File: src/rtl/bin2bcd_seq.sv
// rtl/bin2bcd_seq.sv - sequential double-dabble binary-to-BCD converter (optional BIN2BCD_SEVENSEG_EN)
module bin2bcd_seq #(
    parameter int WIDTH  = 8,
    parameter int DIGITS = 3
) (
    input  logic                  clk,
    input  logic                  rst_n,
    input  logic                  start,
    input  logic [WIDTH-1:0]      bin_in,
    output logic                  busy,
    output logic                  done,
    output logic [4*DIGITS-1:0]   bcd_out,
    output logic                  ovf
`ifdef BIN2BCD_SEVENSEG_EN
    ,
    output logic [6:0]            seg_ones,
    output logic [6:0]            seg_tens
`endif
);

    localparam int CNT_W = $clog2(WIDTH + 1);
    localparam int CAT_W = 4 * DIGITS + WIDTH;

    typedef enum logic [1:0] {
        ST_IDLE  = 2'd0,
        ST_SHIFT = 2'd1,
        ST_DONE  = 2'd2
    } state_t;

    state_t                state, state_next;
    logic [WIDTH-1:0]      shreg;
    logic [4*DIGITS-1:0]   scratch;
    logic [4*DIGITS-1:0]   scratch_adj;
    logic [CAT_W-1:0]      cat_next;
    logic [CNT_W-1:0]      cnt;
    logic                  load_en;
    logic                  shift_en;
    logic                  fin_en;
    logic                  ovf_next;

    always_ff @(posedge clk or negedge rst_n) begin
        if (!rst_n) begin
            state <= ST_IDLE;
        end else begin
            state <= state_next;
        end
    end

    always_comb begin
        state_next = state;
        case (state)
            ST_IDLE:  if (start) state_next = ST_SHIFT;
            ST_SHIFT: if (cnt == CNT_W'(1)) state_next = ST_DONE;
            ST_DONE:  state_next = ST_IDLE;
            default:  state_next = ST_IDLE;
        endcase
    end

    always_comb begin
        busy     = (state == ST_SHIFT);
        load_en  = (state == ST_IDLE) && start;
        shift_en = (state == ST_SHIFT);
        fin_en   = (state == ST_DONE);
    end

    // Add-3 correction precedes the shift so every nibble stays within 0..9 afterwards.
    always_comb begin
        scratch_adj = scratch;
        for (int i = 0; i < DIGITS; i++) begin
            if (scratch[4*i +: 4] >= 4'd5) begin
                scratch_adj[4*i +: 4] = scratch[4*i +: 4] + 4'd3;
            end
        end
        cat_next = {scratch_adj, shreg} << 1;
    end

    assign ovf_next = |scratch[4*DIGITS-1:8];

    always_ff @(posedge clk or negedge rst_n) begin
        if (!rst_n) begin
            shreg   <= '0;
            scratch <= '0;
            cnt     <= '0;
        end else if (load_en) begin
            shreg   <= bin_in;
            scratch <= '0;
            cnt     <= CNT_W'(WIDTH);
        end else if (shift_en) begin
            shreg   <= cat_next[WIDTH-1:0];
            scratch <= cat_next[CAT_W-1:WIDTH];
            cnt     <= cnt - CNT_W'(1);
        end
    end

    always_ff @(posedge clk or negedge rst_n) begin
        if (!rst_n) begin
            done    <= 1'b0;
            bcd_out <= '0;
            ovf     <= 1'b0;
        end else begin
            done <= fin_en;
            if (fin_en) begin
                bcd_out <= scratch;
                ovf     <= ovf_next;
            end
        end
    end

`ifdef BIN2BCD_SEVENSEG_EN
    function automatic logic [6:0] seg_of(input logic [3:0] d);
        logic [6:0] s;
        case (d)
            4'd0:    s = 7'b0000001;
            4'd1:    s = 7'b1001111;
            4'd2:    s = 7'b0010010;
            4'd3:    s = 7'b0000110;
            4'd4:    s = 7'b1001100;
            4'd5:    s = 7'b0100100;
            4'd6:    s = 7'b0100000;
            4'd7:    s = 7'b0001111;
            4'd8:    s = 7'b0000000;
            4'd9:    s = 7'b0001100;
            default: s = 7'b1111111;
        endcase
        return s;
    endfunction

    // Segments blank whenever the value cannot be shown on two digits.
    always_ff @(posedge clk or negedge rst_n) begin
        if (!rst_n) begin
            seg_ones <= 7'b1111111;
            seg_tens <= 7'b1111111;
        end else if (fin_en) begin
            seg_ones <= ovf_next ? 7'b1111111 : seg_of(scratch[3:0]);
            seg_tens <= ovf_next ? 7'b1111111 : seg_of(scratch[7:4]);
        end
    end
`endif

endmodule

File: config.mk
export PLATFORM = sky130hd
export DESIGN_NAME = bin2bcd_seq
export DESIGN_NICKNAME = d
export VERILOG_FILES = /design/src/rtl/bin2bcd_seq.sv
export SDC_FILE = /design/constraint.sdc
export NUM_CORES = 1
export LEC_CHECK = 0
export ABC_AREA = 1
export CAP_MARGIN = 40
export CORE_UTILIZATION = 54
export CTS_CLUSTER_SIZE = 30
export DETAILED_ROUTE_END_ITERATION = 10
export GPL_TIMING_DRIVEN = 0
export PLACE_DENSITY_LB_ADDON = 0.05
export SLEW_MARGIN = 20
export SYNTH_ARGS = -nofsm -noshare
export SYNTH_HDL_FRONTEND = slang
export SYNTH_SLANG_ARGS = --single-unit
File: constraint.sdc
create_clock -name clk -period 1.4 [get_ports clk]
set_clock_uncertainty 0.1 [all_clocks]
set_input_delay 0.28 -clock clk [delete_from_list [all_inputs] [get_ports clk]]
set_output_delay 0.28 -clock clk [all_outputs]
set_load 0.05 [all_outputs]
Yosys cells after proc, flatten, opt, wreduce, memory -nomap -nowiden

Index checks and enable logic that the tools add are counted.

Magnitude comparators: 3
$add $sub $neg: 4
Multipliers: 0
Reduce and logical (&&, ||, !) cells: 5
Bitwise operators: 0
Shifts and indexed selects: 0
Muxes and demuxes: 12
Divide/modulo/power cells: 0
Equal/unequal tests: 5

Operator list:

| cell                | number |
|---|---|
| $mux 12             | 2 |
| $mux 4              | 4 |
| $mux 8              | 2 |
| $ge 4x3->1 const B  | 3 |
| $add 4x2->4 const B | 2 |
| $eq 4x1->1 const B  | 1 |
| $mux 2              | 2 |
| $pmux 2 s2          | 1 |
| $reduce_or 4->1     | 1 |
| $sub 4x1->4 const B | 1 |
| $add 3x2->3 const B | 1 |
| $mux 3              | 1 |
| $eq 2x1->1 const B  | 1 |
| $eq 2x2->1 const B  | 1 |
| $logic_not 2->1     | 1 |
| $ne 2x1->1 const B  | 1 |
| $ne 2x2->1 const B  | 1 |
| $reduce_and 2->1    | 1 |
| $reduce_bool 2->1   | 1 |
| $logic_and 1x1->1   | 1 |

Output and inout bits: 15
Memory bits (read-only): 0
Bits in latches: 0
Memory bits (writable): 0
Input bits: 11
Register bits: 40
Memories: 0
Word-level logic and storage cells: 36

Depth between registers and ports, before layout

Gate-level depths: netlist of run 1.

Word-level depth: 4
Depth in mapped cells: 8
Depth with buffers taken out: 8

Least setup slack after synthesis of run 1

No wires, ideal clock.

Path type: register -> output
Start: register state[1]
End: output busy
Setup slack: 0.150 ns
Required time: 1.020 ns
Arrival time: 0.870 ns
Path buffers: 1
Cell stages (with the launch flop): 3
Cells stage by stage: dfrtp_1 > nor2_4 > buf_2

Word-level cells in the longest chain between the ends: 1

RTL lines:

| item                   | RTL line | RTL |
|---|---|---|
| from (decl)            | 30       | `state_t state, state_next;` |
| from (signal assigned) | 45       | `state <= state_next;` |
| $eq 2x1->1             | 60       | `busy = (state == ST_SHIFT);` |
| to (decl)              | 10       | `output logic busy,` |

Every way passes these cells.

Worst setup path in the final report of run 1

Ends and elaborated chain as after synthesis.

==> results of run 1 <==
-- worst max-delay path: cells and delay by family, from the launching register on --
family	cells	cell delay (ns)
flip-flops	1	0.44
buffers and inverters	2	0.26
AND/OR/NAND/NOR	1	0.14
-- synthesized netlist by cell type (all sizes together) --
cell	number	area, µm²
nor3	1	5.00
clkbuf	1	5.00
nand4	6	37.5
ha	9	113
o22ai	2	12.5
inv	27	101
buf	4	28.8
nand3	24	120
nor2	6	30.0
o211ai	1	7.51
a31oi	1	6.26
nand2	76	285
o21ai	22	114
dfrtp	40	1000
o21bai	2	15.0
xnor2	1	8.76
-- metal layers --
layer	GRT usage, %	vias to the layer above	part of all wire (%)
met1	28.7	731	47
met2	35.2	42	47
li1	-	813	-
met4	8.77	0	1.2
met5	0	-	0
met3	6.30	5	4.1
-- metrics by stage --
step | std cells | util (%)
finish | 318 | 71.9
global route | 318 | 71.9
CTS | 310 | 68.7
detailed placement | 295 | 66.3
global placement | 294 | 65.9
floorplan | 223 | -
-- power breakdown --
group / switching, W / total [W] / internal [W]
Combinational: 0.00190 / 0.00302 / 0.00112
Sequential: 0.000312 / 0.00193 / 0.00162
Clock: 0.000373 / 0.000747 / 0.000374
Total: 0.00258 / 0.00570 / 0.00311
-- sequential cells by signal (all words and copies together) (netlist names) --
signal	cells
bcd_out	12
scratch	12
shreg	8
cnt	4
state	2
done	1
ovf	1
-- final timing paths --
| kind | end | slack, ns |
|---|---|---|
| min in group clk | shreg[2] | 0.37 |
| worst max-delay path | busy | -0.17 |
| worst min register to register | bcd_out[2] | 0.39 |
| worst min-delay path | cnt[3] | 0.26 |
| max in group asynchronous | shreg[5] | 0.50 |
| worst max register to register | scratch[8] | 0.05 |
-- repair_timing --
item / CTS / global route
endpoints found under the setup margin: 16 / 33
setup buffers: 6 / 8
gates resized for setup: 81 / 23
hold endpoints to repair: 13 / 0
hold buffers: 1 / 0
pin swaps: 1 / 2
-- cell families (layout without fill, tap and decap cells) --
family	Yosys count	after routing	share of synthesized area (%)
AND/OR/NAND/NOR	113	113	25.3
flip-flops	40	40	52.9
buffers and inverters	32	81	7.15
AO/OA/AOI/OAI	28	28	8.21
adder cells (fa/ha/maj)	9	9	5.96
XOR/XNOR	1	1	0.463
-- area by class of cell --
| type | count | area share [%] |
|---|---|---|
| multi-input combinational | 151 | 32.9 |
| timing repair buffer | 41 | 13.7 |
| sequential | 40 | 41.7 |
| clock inverter | 2 | 1.46 |
| buffer | 5 | 1.93 |
| tap | 46 | 2.40 |
| inverter | 27 | 4.22 |
| clock buffer | 6 | 1.72 |
==> impl_metrics.toml, run 1 <==
[detailed_routing]
detail_route.vias_per_cell = 5.00
tritonroute_pass_1_iters = 4
finalWirelength_um = 3810
drc_violation_count_after_routing = 0
first_iter_violations = 70
via_count = 1591
drt.antenna.violating_nets = 0
post_drt_wl_per_cell_um = 12.0

[logic_synthesis]
post_synth.cell_area_avg_um2 = 8.48
post_synth_num_cell_types = 21
synthesized_netlist_net_count = 243
yosys_warnings = 0
sequential_cell_area_fraction_in_the_yosys_report_pct = 52.9
ys_seq_elements = 40
synthesis.instances = 223
mappedNetlistArea_mm2 = 0.00189

[worst_setup_path]
timing.rr.start = "state[1]"
critPathMaxStageDelay_ns = 0.44
cp_slowest_cell = "dfrtp_1"
worst-r2r-cell-count = 6
worst_setup_path_start_kind = "flip-flop"
worst_setup_path_startpoint = "state[1]"
critical_path.max_fanout = 2
timing.critical_path.to_type = "output pin"
cp_data_arrival_time_ns = 1.19
timing.setup.critical_path_class = "flip-flop to output pin"
cells_along_the_critical_path = "nor2_4 -> buf_6 -> buf_8"
worstPathRequired_ns = 1.02

[clock_tree]
ctsHtreeMaxLevel = 2
numCtsBuffers = 5
clock_tree_root_buffer_cell = "clkbuf_4"
clkSinkCount = 40
clk_transition_reported_paths_ns = 0.12
tritoncts = "done"
cts-root-to-sink-buffers = 2
clkLatencyLatePin_ns = 0.35

[placed_design]
placedInstanceArea_mm2 = 0.00221
place_congestion = 0.877
port_buffers = 25
post-place-ws_ns = -0.636
place_hpwl_um = 2530

[global_routing]
grt-ovfl-total = 0
grt_max_degree = 28
grt_pass1_wl_um = 5870
antenna_found_initial = 0
vias_in_the_first_global_route = 1307
grt.total_usage_pct = 22.2

[layout]
layout_commonest_cell = "nand2_1"
area_growth_syn_to_layout_pct = 26.9
number_of_nets_at_the_end_of_the_flow = 291
combined_area_of_the_multi_input_logic_cells_um2 = 790
n_antenna_cell = 0
sequential_cell_area_mm2 = 0.00100
stdcell_area_mm2 = 0.00240
layout_common_cells = "nand2_1 (73), dfrtp_1 (40), o21ai_0 (21), nand3_1 (20), inv_1 (18)"
drive_above_1_share_pct = 22.4
fill_cells = 282

[power_and_ir_drop]
peakVddDrop_mv = 1.21
power.static_leakage_nw = 1.27
pwr_density_cell_mw_per_mm2 = 2370
power_w = 0.00570

[sta]
final_critical_path_setup_slack_ns = -0.168
timing.setup.tns_ns = -0.168
max_freq_mhz = 638
rsz0062_at_grt = "true"
min_period_ns = 1.57
slew_viol_final = 0
finalHoldViolCount = 0
final-setup-viol-count = 1
finalCritPeriodShare_pct = 112
slew_headroom_pct = 77.2
worst_hold_slack_ns = 0.256
worstMarginPinSlew_ns = 0.342

[die]
floorplan.die.width_um = 61.2
fp.dieH_um = 61.2
placement_rows = 21
core_mm2 = 0.00334
initial_utilization_pct = 56.7
boundaryPins = 26
design.die.area_mm2 = 0.00374

[job]
cap_violations = 0

[worst_hold_path]
hold_path_class = "input pin to async pin"

[run_status]
status = "finished with violations"
failed_checks = "setup timing"
No activity file was read; power rests on OpenSTA's default activity.
==> run 2: changes to the inputs <==
--- a/config.mk
+++ b/config.mk
@@ -18 +18,2 @@
 export SYNTH_SLANG_ARGS = --single-unit
+export TNS_END_PERCENT = 50
--- a/constraint.sdc
+++ b/constraint.sdc
@@ -4,2 +4,2 @@
 set_output_delay 0.28 -clock clk [all_outputs]
-set_load 0.05 [all_outputs]
+set_load 0.005 [all_outputs]
==> run 2 against run 1 <==
Critical path depth is the same. Highest routed layer unchanged. Sequential power is essentially flat. Wire length shrank 1.9%. The flow still finishes with violations (setup timing). Largest cell class unchanged. Via count grew 1.5%.
==> impl_metrics.toml, run 2 (synthesized netlist as in run 1, its figures left out) <==
[run_status]
status = "finished with violations"
failed_checks = "setup timing"

[global_routing]
grt_max_degree = 28
grt-ovfl-total = 0
grt.total_usage_pct = 22.4
vias_in_the_first_global_route = 1332
grt.busiest_layer = "met2"
antenna_found_initial = 0
met2_usage_pct = 36.0
grt_pass1_wl_um = 5930
gr-usage-met3_pct = 6.30
grt_util_met1_pct = 28.7

[sta]
max_freq_mhz = 661
final_critical_path_setup_slack_ns = -0.113
finalCritPeriodShare_pct = 108
finalHoldViolCount = 0
worstMarginPinSlew_ns = 0.339
rsz0062_at_grt = "true"
slew_headroom_pct = 77.4
final-setup-viol-count = 1
slew_viol_final = 0
min_period_ns = 1.51

[worst_setup_path]
cp_data_arrival_time_ns = 1.13
rrSetupSlack_ns = 0.05
critical_path.max_fanout = 2
critPathMaxStageDelay_ns = 0.44
path_common_cell = "buf_6"
worst-r2r-cell-count = 6
timing.setup.critical_path_class = "flip-flop to output pin"
worstPathRequired_ns = 1.02
timing.critical_path.to_type = "output pin"
terminus_of_the_critical_flop_to_flop_path = "scratch[8]"
cells_along_the_critical_path = "nor2_4 -> buf_6 -> buf_6"
worst_setup_path_start_kind = "flip-flop"
timing.rr.start = "state[1]"
cp_slowest_cell = "dfrtp_1"

[detailed_routing]
via_count = 1615
drt.antenna.violating_nets = 0
drc_violation_count_after_routing = 0
finalWirelength_um = 3740
tritonroute_pass_1_iters = 4
first_iter_violations = 77
detail_route.vias_per_cell = 5.05
post_drt_wl_per_cell_um = 11.7

[layout]
final_cells = 320
fill_cells = 274
area_growth_syn_to_layout_pct = 30.2
layout_commonest_cell = "nand2_1"
layout_common_cells = "nand2_1 (74), dfrtp_1 (40), o21ai_0 (21), nand3_1 (21), inv_1 (19)"
finalCoreUtilization_pct = 73.8
biggestRegsByFlops = "bcd_out (12), scratch (12), shreg (8)"
stdcell_area_mm2 = 0.00246
drive_above_1_share_pct = 16.8
n_antenna_cell = 0
number_of_nets_at_the_end_of_the_flow = 293

[clock_tree]
clkLatencyLatePin_ns = 0.35
ctsHtreeMaxLevel = 2
cts-root-to-sink-buffers = 2
numCtsBuffers = 5
clock_tree_root_buffer_cell = "clkbuf_4"
clkSinkCount = 40
tritoncts = "done"
clk_transition_reported_paths_ns = 0.12

[die]
design.die.area_mm2 = 0.00374
placement_rows = 21
initial_utilization_pct = 56.7
core_mm2 = 0.00334
boundaryPins = 26
floorplan.die.width_um = 61.2
fp.dieH_um = 61.2

[placed_design]
place_hpwl_um = 2530
place_inst = 295
port_buffers = 25
placedInstanceArea_mm2 = 0.00221
place_congestion = 0.877

[job]
cap_violations = 0

[power_and_ir_drop]
peakVddDrop_mv = 1.16
power_w = 0.00510
power.static_leakage_nw = 1.28
pwr_density_cell_mw_per_mm2 = 2070

[worst_hold_path]
hold_path_class = "input pin to async pin"
-- run 2: layout make-up --
| type | count | area, µm² | area share [%] |
|---|---|---|---|
| flip-flops and latches | 40 | 1000 | 40.7 |
| multi-input cells | 151 | 782 | 31.8 |
| repair buffers | 43 | 397 | 16.1 |
| inverters | 27 | 101 | 4.12 |
| well taps | 46 | 57.6 | 2.34 |
| plain buffers | 5 | 46.3 | 1.88 |
| clock buffers | 6 | 41.3 | 1.68 |
| clock inverters | 2 | 35.0 | 1.42 |
-- run 2: timing repair --
item | in CTS | in global routing
setup buffers | 10 | 6
hold buffers | 1 | 0
gates resized for setup | 24 | 26
endpoints found under the hold margin | 13 | 0
pin swaps | 1 | 2
setup endpoints to repair | 16 | 41
-- run 2: how the worst max path moves through the flow --
stage          slack, ns        from    endpoint  cells past startpoint
6_report           -0.11    state[1]        busy                      3
5_1_grt            -0.16    state[1]        busy                      3
4_1_cts            -0.09    state[0]        busy                      4
3_5_place_dp       -0.33    state[1]        busy                      3
3_3_place_gp       -1.04       rst_n    shreg[4]                      1
2_1_floorplan       0.16  scratch[4]  scratch[5]                      8
-- run 2: layer usage --
layer | up-vias | wire [µm]
met5 | - | 0
met4 | 0 | 63
met3 | 7 | 141
met2 | 40 | 1780
met1 | 749 | 1750
li1 | 819 | -
-- run 2: metrics by stage --
stage / TNS [ns] / setup WS, ns / hold WS, ns
global route: -0.245 / -0.160 / 0.272
detailed placement: -4.13 / -0.333 / 0.103
CTS: -0.0933 / -0.0933 / 0.258
global placement: -45.38 / -1.04 / 0.364
finish: -0.113 / -0.113 / 0.256
floorplan: 0 / 0.157 / -0.116
-- run 2: critical path: cells and delay by family, from the launching register on --
| family | cells | cell delay (ns) |
|---|---|---|
| flip-flops | 1 | 0.44 |
| buffers and inverters | 2 | 0.20 |
| AND/OR/NAND/NOR | 1 | 0.14 |
-- run 2: report_power, final --
group          switching, W  internal, W  total (W)
sequential         0.000311      0.00162    0.00193
combinational       0.00129      0.00114    0.00242
clock              0.000372     0.000374   0.000746
==> patch 1: new RTL, flow settings as in run 2 <==
Re-encode `state_t` (3 states) as one-hot, 3 bits wide.
--- a/src/rtl/bin2bcd_seq.sv
+++ b/src/rtl/bin2bcd_seq.sv
@@ -21,10 +21,10 @@
     localparam int CNT_W = $clog2(WIDTH + 1);
     localparam int CAT_W = 4 * DIGITS + WIDTH;
 
-    typedef enum logic [1:0] {
-        ST_IDLE  = 2'd0,
-        ST_SHIFT = 2'd1,
-        ST_DONE  = 2'd2
+    typedef enum logic [2:0] {
+        ST_IDLE  = 3'b001,
+        ST_SHIFT = 3'b010,
+        ST_DONE  = 3'b100
     } state_t;
 
     state_t                state, state_next;
Check against the original RTL: no difference found for any inputs over 10 cycles, from zero or initial values and one cycle with rst_n low; not proved beyond that.
==> patch 1 against run 2 <==
  * The run still ends with setup timing left
  * Clock power down 21%
  * Synthesized area grew 3.8%
  * Global-route usage up 0.093 points
  * Final cell count is 5.6% higher
  * Die area up 3.6%
  * Setup slack got worse by 76 ps
  * Utilization increased by 4.4 points
  * Via count grew 3.2%
  * Critical path depth increased by 1
  * Power down 27%
  * Routed wire length is 7.4% higher
  * Sequential cell count increased by 1
  * Synthesized cell count rose by 4.0%
  * Design area up 8.4%
==> patch 1: results (changes against run 2) <==
PostCTS Resize Cnt=33 (+38%); Synth Area in XOR/XNOR=0% (-0.46 points); maximum VDD drop=1.00 mV (-14%); first-pass GRT wire length=6860 um (+16%); WHS=259 ps (+2.61 ps); Leak=1.31 nW (+2.8%); detail-routed via count per cell=4.93 (-2.3%); Syn Inst Count=232 (+4.0%); Max-Slew Margin vs Limit=77.7% (+0.26 points); failing checks=setup timing; Pint=2.41 mW (-23%); vias in the first global route=1589 (+19%); sequential power=1.58 mW (-18%); Seq/Total Area, Yosys=52.4% (-0.59 points); Syn Nets=252 (+3.7%); CP max stage delay=390 ps (-50 ps); Placed Instance Area=2280 um^2 (+3.2%); Clock power frac=15.9% (+1.3 points); placed cells=304 (+3.1%); largest net degree at the start of global routing=29 (+3.6%); final setup violating endpoints=30 (+29); most frequent cells after synthesis=nand2_1, dfrtp_1, o21ai_0; post-DP HPWL=2510 um (-0.67%); GRT Total Usage=22.5% (+0.093 points); fin worst setup slack=-189 ps (-76.2 ps); DR vias=1667 (+3.2%); outcome=finished with violations
patch 1: cell count changes in the layout (fill, tap and decap cells not counted), sizes merged, moves of 3 or more:
cell   delta
buf      +10
nor2      +8
nand2     +7
nand3     -7
o21ai     +7
nand4     -4
inv       -3
patch 1: area by class of cell:
type                       count  area, um^2  area share [%]
buffer                         5        48.8            1.83
clock buffer                   7        55.1            2.06
inverter                      25        98.8            3.70
multi-input combinational    161         877            32.9
sequential                    41        1030            38.5
tap                           46        57.6            2.16
timing repair buffer          53         504            18.9
patch 1: how the worst min path moves through the flow:
stage | start | endpoint | cells past startpoint
after floorplan | rst_n | bcd_out[0]$_DFFE_PN0P_ | 0
final | rst_n | bcd_out[2]$_DFFE_PN0P_ | 2
after detailed placement | rst_n | bcd_out[2]$_DFFE_PN0P_ | 1
after CTS | rst_n | state[2]$_DFFE_PN0P_ | 2
after global placement | shreg[1]$_DFFE_PN0P_ | shreg[1]$_DFFE_PN0P_ | 2
after global routing | rst_n | bcd_out[1]$_DFFE_PN0P_ | 2
patch 1: per-stage QoR:
stage	setup WS, ps	utilization (%)
after floorplan	46.8	-
after global placement	-1060	66.4
after detailed placement	-541	66.9
after CTS	-245	73.3
after global routing	-266	78.1
final	-189	78.1
patch 1: layer usage:
metal / GRT usage (%) / part of all wire [%] / up-vias
li1: - / - / 858
met4: 5.52 / 0.77 / 0
met2: 40.7 / 51 / 45
met3: 4.96 / 4.3 / 4
met5: 0 / 0 / -
met1: 27.1 / 44 / 760
patch 1: worst register-to-register path, delay by kind of cell (launching register included):
family	cells	cell delay, ps
flip-flops	1	580
buffers and inverters	3	400
AND/OR/NAND/NOR	1	230
AO/OA/AOI/OAI	1	90
==> patch 2: new RTL, settings of run 2 <==
Made on the original files. The parameter `WIDTH` goes from 8 to 16.
--- a/src/rtl/bin2bcd_seq.sv
+++ b/src/rtl/bin2bcd_seq.sv
@@ -1,6 +1,6 @@
 // rtl/bin2bcd_seq.sv - sequential double-dabble binary-to-BCD converter (optional BIN2BCD_SEVENSEG_EN)
 module bin2bcd_seq #(
-    parameter int WIDTH  = 8,
+    parameter int WIDTH  = 16,
     parameter int DIGITS = 3
 ) (
     input  logic                  clk,
Interface: changed (resized bin_in); port bits go from 26 to 34. The function was not compared with the original's and may differ.
==> patch 2 against run 2 <==
  * Routed wire length is 17% higher
  * Design area increased by 23%
  * Setup slack improved by 160 ps
  * Synthesized cell count is 23% higher
  * Sequential cell count rose by 9
  * Count of clock-buffer cells in the layout shrank 1
  * Synthesized area grew 26%
  * Final cell count rose by 19%
  * Register-to-register slack improved by 20 ps
  * Power up 17%
  * Maximum frequency grew 12%
  * Largest cell class unchanged
==> patch 2: results (changes against run 2) <==
outcome=completed; post-synthesis compound-gate area fraction=8.26% (+0.052 points); postcts setup bufs=7 (-3); clk cell area share=3.42% (+0.32 points); Placed Instance Area=2790 um^2 (+26%); maximum VDD drop=1.19 mV (+2.3%); Async SR Flop Fraction=100% (unchanged); Seq/Total Area, Yosys=51.6% (-1.4 points); multi-input combinational area share=32.7% (+0.97 points); multi-input gates=191 (+26%); port buffer count=33 (+32%); GRT Total Usage=20.9% (-1.5 points); met2 routed WL=2020 um (+13%); placer congestion estimate=0.851 (-2.9%); ANT cells=0 (unchanged); CTS Sinks=49 (+23%); Setup WS pre-CTS=-326 ps (+6.89 ps); PostCTS Resize Cnt=24 (unchanged); routed length on met3=161 um (+14%); synth top area cells=dfrtp_1, nand2_1, nand3_1; DIE AREA=4670 um^2 (+25%); Flop pwr share=38.4% (+0.5 points); FF/Latch Area=1230 um^2 (+23%); Syn Nets=303 (+25%); sw frac=38.6% (about the same); CP arrival=980 ps (-150 ps); first-pass GRT wire length=7130 um (+20%); Syn Inst Count=275 (+23%); Clock Latency Late Sink=300 ps (-50 ps); Clock Tree Root=clkbuf_8; HP Class=flip-flop to flip-flop; Yosys cell types=24 (+14%); layout net count=359 (+23%); largest net degree at the start of global routing=29 (+3.6%); share of cells above drive strength 1=19.0% (+2.2 points); Non-clock buffer share=17.9% (-0.081 points); Ys Warns=0 (unchanged); GR Layer Usage met1=24.8% (-3.9 points); Synth Area in XOR/XNOR=0% (-0.46 points); drt first-iter violations=159 (+110%); post-DP HPWL=3100 um (+22%); area of the multi-input gates=995 um^2 (+27%); most frequent cells after synthesis=nand2_1, dfrtp_1, nand3_1; DR WL/cell=11.5 um (-1.7%); DRT met1 WL=2100 um (+20%); met2 usage=35.4% (-0.61 points); Regs by FF count=shreg (16), bcd_out (12), scratch (12); Signal buffers=57 (+19%); clock buffers=5 (-1); M3 GR Usage=5.00% (-1.3 points); CP max stage delay=390 ps (-50 ps); CP Max Fanout=3 (+1); clock slew at reported path FFs=80 ps (-40 ps); Layout fillers=307 (+12%)
-- patch 2: changes by cell type after synthesis, moves of 3 or more --
cell            run 2  this run
inv_1              25        22
o21ai_2             1        12
nor2_1              5         8
nand3_1            24        32
o21ai_0            21         6
dfrtp_1            40        49
buf_6               1         6
nand2_1            76       101
-- patch 2: final timing paths --
| check | from | end | slack, ps | cells past startpoint |
|---|---|---|---|---|
| setup / recovery | state[1]$_DFFE_PN0P_ | busy | 40 | 4 |
| min in group asynchronous | rst_n | bcd_out[3]$_DFFE_PN0P_ | 440 | 2 |
| setup reg to reg | scratch[0]$_DFFE_PN0P_ | scratch[1]$_DFFE_PN0P_ | 70 | 8 |
| hold reg to reg | bcd_out[5]$_DFFE_PN0P_ | bcd_out[5]$_DFFE_PN0P_ | 380 | 2 |
| max in group asynchronous | rst_n | scratch[8]$_DFFE_PN0P_ | 220 | 3 |
| hold / removal | bcd_out[5]$_DFFE_PN0P_ | bcd_out[5]$_DFFE_PN0P_ | 380 | 2 |
